File: config.mk
export PLATFORM = sky130hd
export DESIGN_NAME = dpbram_stream_reader
export DESIGN_NICKNAME = d
export VERILOG_FILES = /design/src/rtl/fcc_pkg.sv /design/src/rtl/rd_skid_fifo.sv /design/src/rtl/dpbram_stream_reader.sv
export SDC_FILE = /design/constraint.sdc
export NUM_CORES = 1
export LEC_CHECK = 0
export CAP_MARGIN = 20
export CORE_MARGIN = 8
export CORE_UTILIZATION = 49
export CTS_BUF_LIST = sky130_fd_sc_hd__clkbuf_16
export DETAILED_ROUTE_END_ITERATION = 6
export DONT_BUFFER_PORTS = 1
export GPL_ROUTABILITY_DRIVEN = 0
export SETUP_SLACK_MARGIN = 0.2
export SLEW_MARGIN = 20
export SYNTH_ARGS = -nofsm -noshare
export SYNTH_HDL_FRONTEND = slang
export SYNTH_SLANG_ARGS = --single-unit
File: constraint.sdc
create_clock -name clk -period 10.08 [get_ports clk]
set_clock_uncertainty 0.15 [all_clocks]
set_input_delay 0.504 -clock clk [delete_from_list [all_inputs] [get_ports clk]]
set_output_delay 0.504 -clock clk [all_outputs]
set_load 0.1 [all_outputs]
File: src/rtl/fcc_pkg.sv
// Shared definitions for the FC-layer BRAM controllers.
// Holds the reader FSM state type and default geometry.
package fcc_pkg;

    localparam int DEF_DWIDTH   = 16;
    localparam int DEF_AWIDTH   = 12;
    localparam int DEF_MEM_SIZE = 3840;

    typedef enum logic [1:0] {
        S_IDLE = 2'd0,
        S_RUN  = 2'd1,
        S_DONE = 2'd2
    } rd_state_t;

endpackage

File: src/rtl/rd_skid_fifo.sv
// Two-entry skid FIFO between BRAM read data and the stream port.
// Head stays stable while no pop is taken.
module rd_skid_fifo #(
    parameter int DWIDTH = 16
) (
    input  logic              clk,
    input  logic              reset_n,
    input  logic              push,
    input  logic              pop,
    input  logic [DWIDTH-1:0] din,
    output logic [DWIDTH-1:0] head,
    output logic [1:0]        count
);

    logic [DWIDTH-1:0] mem [2];
    logic              rd_ptr;
    logic              wr_ptr;

    assign head = mem[rd_ptr];

    // storage write; contents need no reset since count gates validity
    always_ff @(posedge clk) begin
        if (push) mem[wr_ptr] <= din;
    end

    // pointer and occupancy tracking
    always_ff @(posedge clk) begin
        if (!reset_n) begin
            rd_ptr <= 1'b0;
            wr_ptr <= 1'b0;
            count  <= 2'd0;
        end else begin
            if (push) wr_ptr <= ~wr_ptr;
            if (pop)  rd_ptr <= ~rd_ptr;
            case ({push, pop})
                2'b10:   count <= count + 2'd1;
                2'b01:   count <= count - 2'd1;
                default: count <= count;
            endcase
        end
    end

    // the issue logic upstream must never overrun the two entries
    always_ff @(posedge clk) begin
        if (reset_n) begin
            assert (!(push && !pop && count == 2'd2))
                else $error("rd_skid_fifo overflow");
        end
    end

endmodule

File: src/rtl/dpbram_stream_reader.sv
// Reads NUM words from one BRAM port starting at BASE and streams them
// out through a skid FIFO; issue is throttled so the FIFO never overflows.
module dpbram_stream_reader
    import fcc_pkg::*;
#(
    parameter int DWIDTH   = DEF_DWIDTH,
    parameter int AWIDTH   = DEF_AWIDTH,
    parameter int MEM_SIZE = DEF_MEM_SIZE,
    parameter int LWIDTH   = DEF_AWIDTH + 1
) (
    input  logic              clk,
    input  logic              reset_n,
    input  logic              start_i,
    input  logic [AWIDTH-1:0] base_addr_i,
    input  logic [LWIDTH-1:0] num_i,
    output logic              idle_o,
    output logic              running_o,
    output logic              done_o,
    output logic [AWIDTH-1:0] addr0_o,
    output logic              ce0_o,
    output logic              we0_o,
    output logic [DWIDTH-1:0] d0_o,
    input  logic [DWIDTH-1:0] q0_i,
    output logic              m_valid_o,
    input  logic              m_ready_i,
    output logic [DWIDTH-1:0] m_data_o
);

    localparam logic [AWIDTH:0] MEM_LIM = (AWIDTH + 1)'(MEM_SIZE);

    rd_state_t         state;
    logic [AWIDTH-1:0] base;
    logic [LWIDTH-1:0] num;
    logic [LWIDTH-1:0] issued;
    logic [LWIDTH-1:0] beats;
    logic              inflight;
    logic [1:0]        count;
    logic              pop;
    logic [2:0]        occ;
    logic [AWIDTH:0]   sum;
    logic [AWIDTH:0]   wrapped;

    assign we0_o     = 1'b0;
    assign d0_o      = '0;
    assign m_valid_o = (count != 2'd0);
    assign pop       = m_valid_o & m_ready_i;

    // words held or on their way, net of the one leaving this cycle
    assign occ = {1'b0, count} + {2'b00, inflight} - {2'b00, pop};

    assign ce0_o = (state == S_RUN) && (issued < num) && (occ < 3'd2);

    // address = base + issued, folded back into the BRAM depth
    assign sum     = {1'b0, base} + issued[AWIDTH:0];
    assign wrapped = (sum >= MEM_LIM) ? (sum - MEM_LIM) : sum;
    assign addr0_o = wrapped[AWIDTH-1:0];

    rd_skid_fifo #(
        .DWIDTH (DWIDTH)
    ) u_fifo (
        .clk     (clk),
        .reset_n (reset_n),
        .push    (inflight),
        .pop     (pop),
        .din     (q0_i),
        .head    (m_data_o),
        .count   (count)
    );

    // control FSM with counters, inflight flag and registered status outputs
    always_ff @(posedge clk) begin
        if (!reset_n) begin
            state     <= S_IDLE;
            idle_o    <= 1'b1;
            running_o <= 1'b0;
            done_o    <= 1'b0;
            base      <= '0;
            num       <= '0;
            issued    <= '0;
            beats     <= '0;
            inflight  <= 1'b0;
        end else begin
            inflight <= ce0_o;
            done_o   <= 1'b0;
            if (ce0_o) issued <= issued + LWIDTH'(1);
            if (pop)   beats  <= beats + LWIDTH'(1);
            unique case (state)
                S_IDLE: begin
                    if (start_i) begin
                        base   <= base_addr_i;
                        num    <= num_i;
                        issued <= '0;
                        beats  <= '0;
                        idle_o <= 1'b0;
                        if (num_i == '0) begin
                            state  <= S_DONE;
                            done_o <= 1'b1;
                        end else begin
                            state     <= S_RUN;
                            running_o <= 1'b1;
                        end
                    end
                end
                S_RUN: begin
                    if (pop && beats == num - LWIDTH'(1)) begin
                        state     <= S_DONE;
                        running_o <= 1'b0;
                        done_o    <= 1'b1;
                    end
                end
                S_DONE: begin
                    state  <= S_IDLE;
                    idle_o <= 1'b1;
                end
                default: begin
                    state     <= S_IDLE;
                    idle_o    <= 1'b1;
                    running_o <= 1'b0;
                end
            endcase
        end
    end

endmodule

==> flow_summary.toml <==
[outcome]
status = "finished, final reports clean"

[clocking]
cts_setup_buffers = 0
clock_latency_ps = 340
cts_tree = "done"
clk_pin_slew_ps = 70
h-tree-depth = 3
cts_root_buffer = "clkbuf_16"
clkSinkCount = 94
hold_buffers = 0
cts-buffers-inserted = 9
clock_path_buffers = 2
cts_resized = 0

[drt]
antenna_left = 0
routed_wl_mm = 11.22
wl_met1_mm = 4.691
drt-initial-drc-count = 214
drc_errors = 0
via_count = 3619
routed_via_density = 5.434
dr.pass1.iters = 4
wl_met2_mm = 5.559
wl_per_cell_um = 16.84
topRoutingLayerUsed = "met4"
met3_length_um = 695

[logic_synthesis]
synth.avg_cell_area_um2 = 9.838
synth_xor_area_share_pct = 8.233
yosysTopAreaCellShare_pct = 24.31
yosysMostFrequentCell = "dfxtp_1"
yosys.area_share.simple_pct = 16.07
yosys-top-cells-count = "dfxtp_1 (62), nand2_1 (38), nor2_1 (37)"
ys_seq_area_share_pct = 43.13
synth_mux_area_share_pct = 5.538
synthesis.area_um2 = 5106
ys_types = 54
synth_largest_area_cell = "dfxtp_1"
syn_inst = 519
synth_compound_area_share_pct = 13.70
synth_adder_area_share_pct = 7.890
synth-seq-cells = 94
synth_area_leaders = "dfxtp_1 (24%), edfxtp_1 (19%), ha_1 (7.1%), xnor2_1 (5.3%), mux2_2 (3.7%)"
synth_edf_count = 32
synth_top_family_by_area = "simple AND/OR/NAND/NOR gates"
yosys_warnings = 0
synthArstFlopShare_pct = 0
ys.flop_type = "dfxtp_1"

[pwr]
p_seq_share_pct = 38.8
switching_share_pct = 40.47
p_leak_nw = 2.208
combinationalPowerShare_pct = 32.7
p_sw_uw = 471.6
finalPower_mw = 1.165
p_clk_share_pct = 28.5
peakVddDrop_mv = 0.1005
cellPowerDensity_nw_per_um2 = 208.7
p_int_uw = 693.6

[timing]
finalSetupViolations = 0
fin_tns_setup_ps = 0
slew_viol_final = 0
worst_pin_slew_ps = 1126
timing_hold_violations_final = 0
max_freq_ghz = 0.2094
finalCritPeriodShare_pct = 47.38
rsz0062_at_grt = "false"
maxSlewHeadroom_pct = 24.46
finalWorstPathRequiredPeriod_ps = 4776

[floorplanning]
die_h_um = 118.1
chipWidth_um = 118.1
rows = 37
coreArea_um2 = 10230
initial_core_util_pct = 49.91
dieArea_um2 = 13940
ios = 95

[cells_and_area]
nets = 602
drive_above_1_share_pct = 11.32
n_fill_cell = 912
multi_input_area_um2 = 2748
antenna_cells = 0
stdcell_count = 666
syn_to_final_growth_pct = 9.311
regArea_um2 = 2202

[min_path]
whs_path_depth = 0
min_to = "u_fifo.mem[1][1]"
worstHoldStart = "q0_i[1]"
hp-class = "in2reg"

[worst_setup_path]
r2r-start = "u_fifo.count[1]"
r2r_slack_ps = 5670
crit_arrival_ps = 4120
end_kind = "output port"
crit_type = "reg2out"
cp.required_ps = 9430
start_kind = "flop"
crit_fanout = 7
worstRegToRegCells = 11
rr_endpoint = "issued[12]"

[global_route]
grt_max_degree = 28
grt_use_total_pct = 16.12
grt_pass1_wl_mm = 18.10
grt_pass1_vias = 3675
gr-total-overflow = 0
antenna_found_initial = 0

[placement]
dp_hpwl_mm = 8.472
port_buffers = 0
numPlacedInstances = 651

[run]
cap_violations = 0
[layer usage]
| metal | track usage, % | up-vias |
|---|---|---|
| met5 | 0 | - |
| met4 | 9.287 | 0 |
| met3 | 3.837 | 15 |
| met2 | 27.18 | 80 |
| met1 | 18.28 | 1683 |
| li1 | - | 1841 |
[kinds of logic after synthesis]
kind of cell,after synthesis
other,1
muxes,26
and+or+nand+nor,159
adders and majority gates,31
buffers and inverters,56
DFF,94
xor gates and xnor gates,48
AOI/OAI and AO/OA,104
[per-stage QoR]
step                utilization [%]  hold slack [ps]  worst slack (ps)  instance area [um^2]
CTS                           54.56            92.87              5273                  5582
detailed placement            51.73            330.5              5655                  5293
global placement              51.73            321.9              5793                  5293
floorplan                         -            306.3              4904                  5166
finish                        54.56            103.3              5304                  5582
global route                  54.56            88.52              5077                  5582
[sequential cells by signal, summed over array words and instances (netlist names), named ones only]
| name | cells |
|---|---|
| base | 12 |
| beats | 13 |
| done_o | 1 |
| idle_o | 1 |
| inflight | 1 |
| issued | 13 |
| num | 13 |
| running_o | 1 |
| state | 2 |
| u_fifo.count | 2 |
| u_fifo.mem | 32 |
| u_fifo.rd_ptr | 1 |
| u_fifo.wr_ptr | 1 |
[worst max-delay path, stage by stage, from the launching register on]
cell	delay [ps]
dfxtp_1	400
or2_1	800
nand2_1	300
inv_2	200
ha_1	260
nor2_1	120
fa_1	430
nor4b_1	270
o2111ai_1	420
a21oi_2	230
buf_4	330
[final cells by class]
type / count / share of cell area [%]
Tap cell: 136 / 3.049
Sequential cell: 94 / 39.45
Clock buffer: 9 / 4.035
Timing Repair Buffer: 10 / 1.345
Inverter: 26 / 1.748
Multi-Input combinational cell: 385 / 49.23
Clock inverter: 6 / 1.143
[worst max path at each step]
stage	end	cells after the start	slack [ps]	startpoint
after floorplan	ce0_o	9	4900	u_fifo.count[0]
after global placement	ce0_o	10	5790	u_fifo.count[0]
after detailed placement	ce0_o	10	5650	u_fifo.count[1]
after CTS	ce0_o	10	5270	u_fifo.count[1]
after global routing	ce0_o	10	5080	u_fifo.count[0]
final	ce0_o	10	5300	u_fifo.count[1]
[power groups by stage]
stage	Combinational [mW]	Clock [mW]	Sequential (mW)
final	0.380	0.332	0.453
after global routing	0.399	0.354	0.457
after CTS	0.383	0.339	0.453
after detailed placement	0.381	0	0.461
after global placement	0.377	0	0.460
after floorplan	0.352	0	0.448
[cell usage in the layout (no fill, tap or decap), drive strengths merged, types with 5 or more instances in the layout]
cell type and count:
xnor2 31, buf 10, mux2 18, a211oi 6
or3 9, clkbuf 9, conb 17, nor4 5
nand2 38, nand3 10, and3 10, dfxtp 62
inv 28, mux2i 8, xor2 17, nor2 37
nand4 8, edfxtp 32, nor3 16, nand2b 8
a21o 6, a22o 13, o21a 7, o21ai 29
a2111oi 5, and2 5, a21oi 22, nor2b 6
ha 29
(Power assumes the default switching activity.)
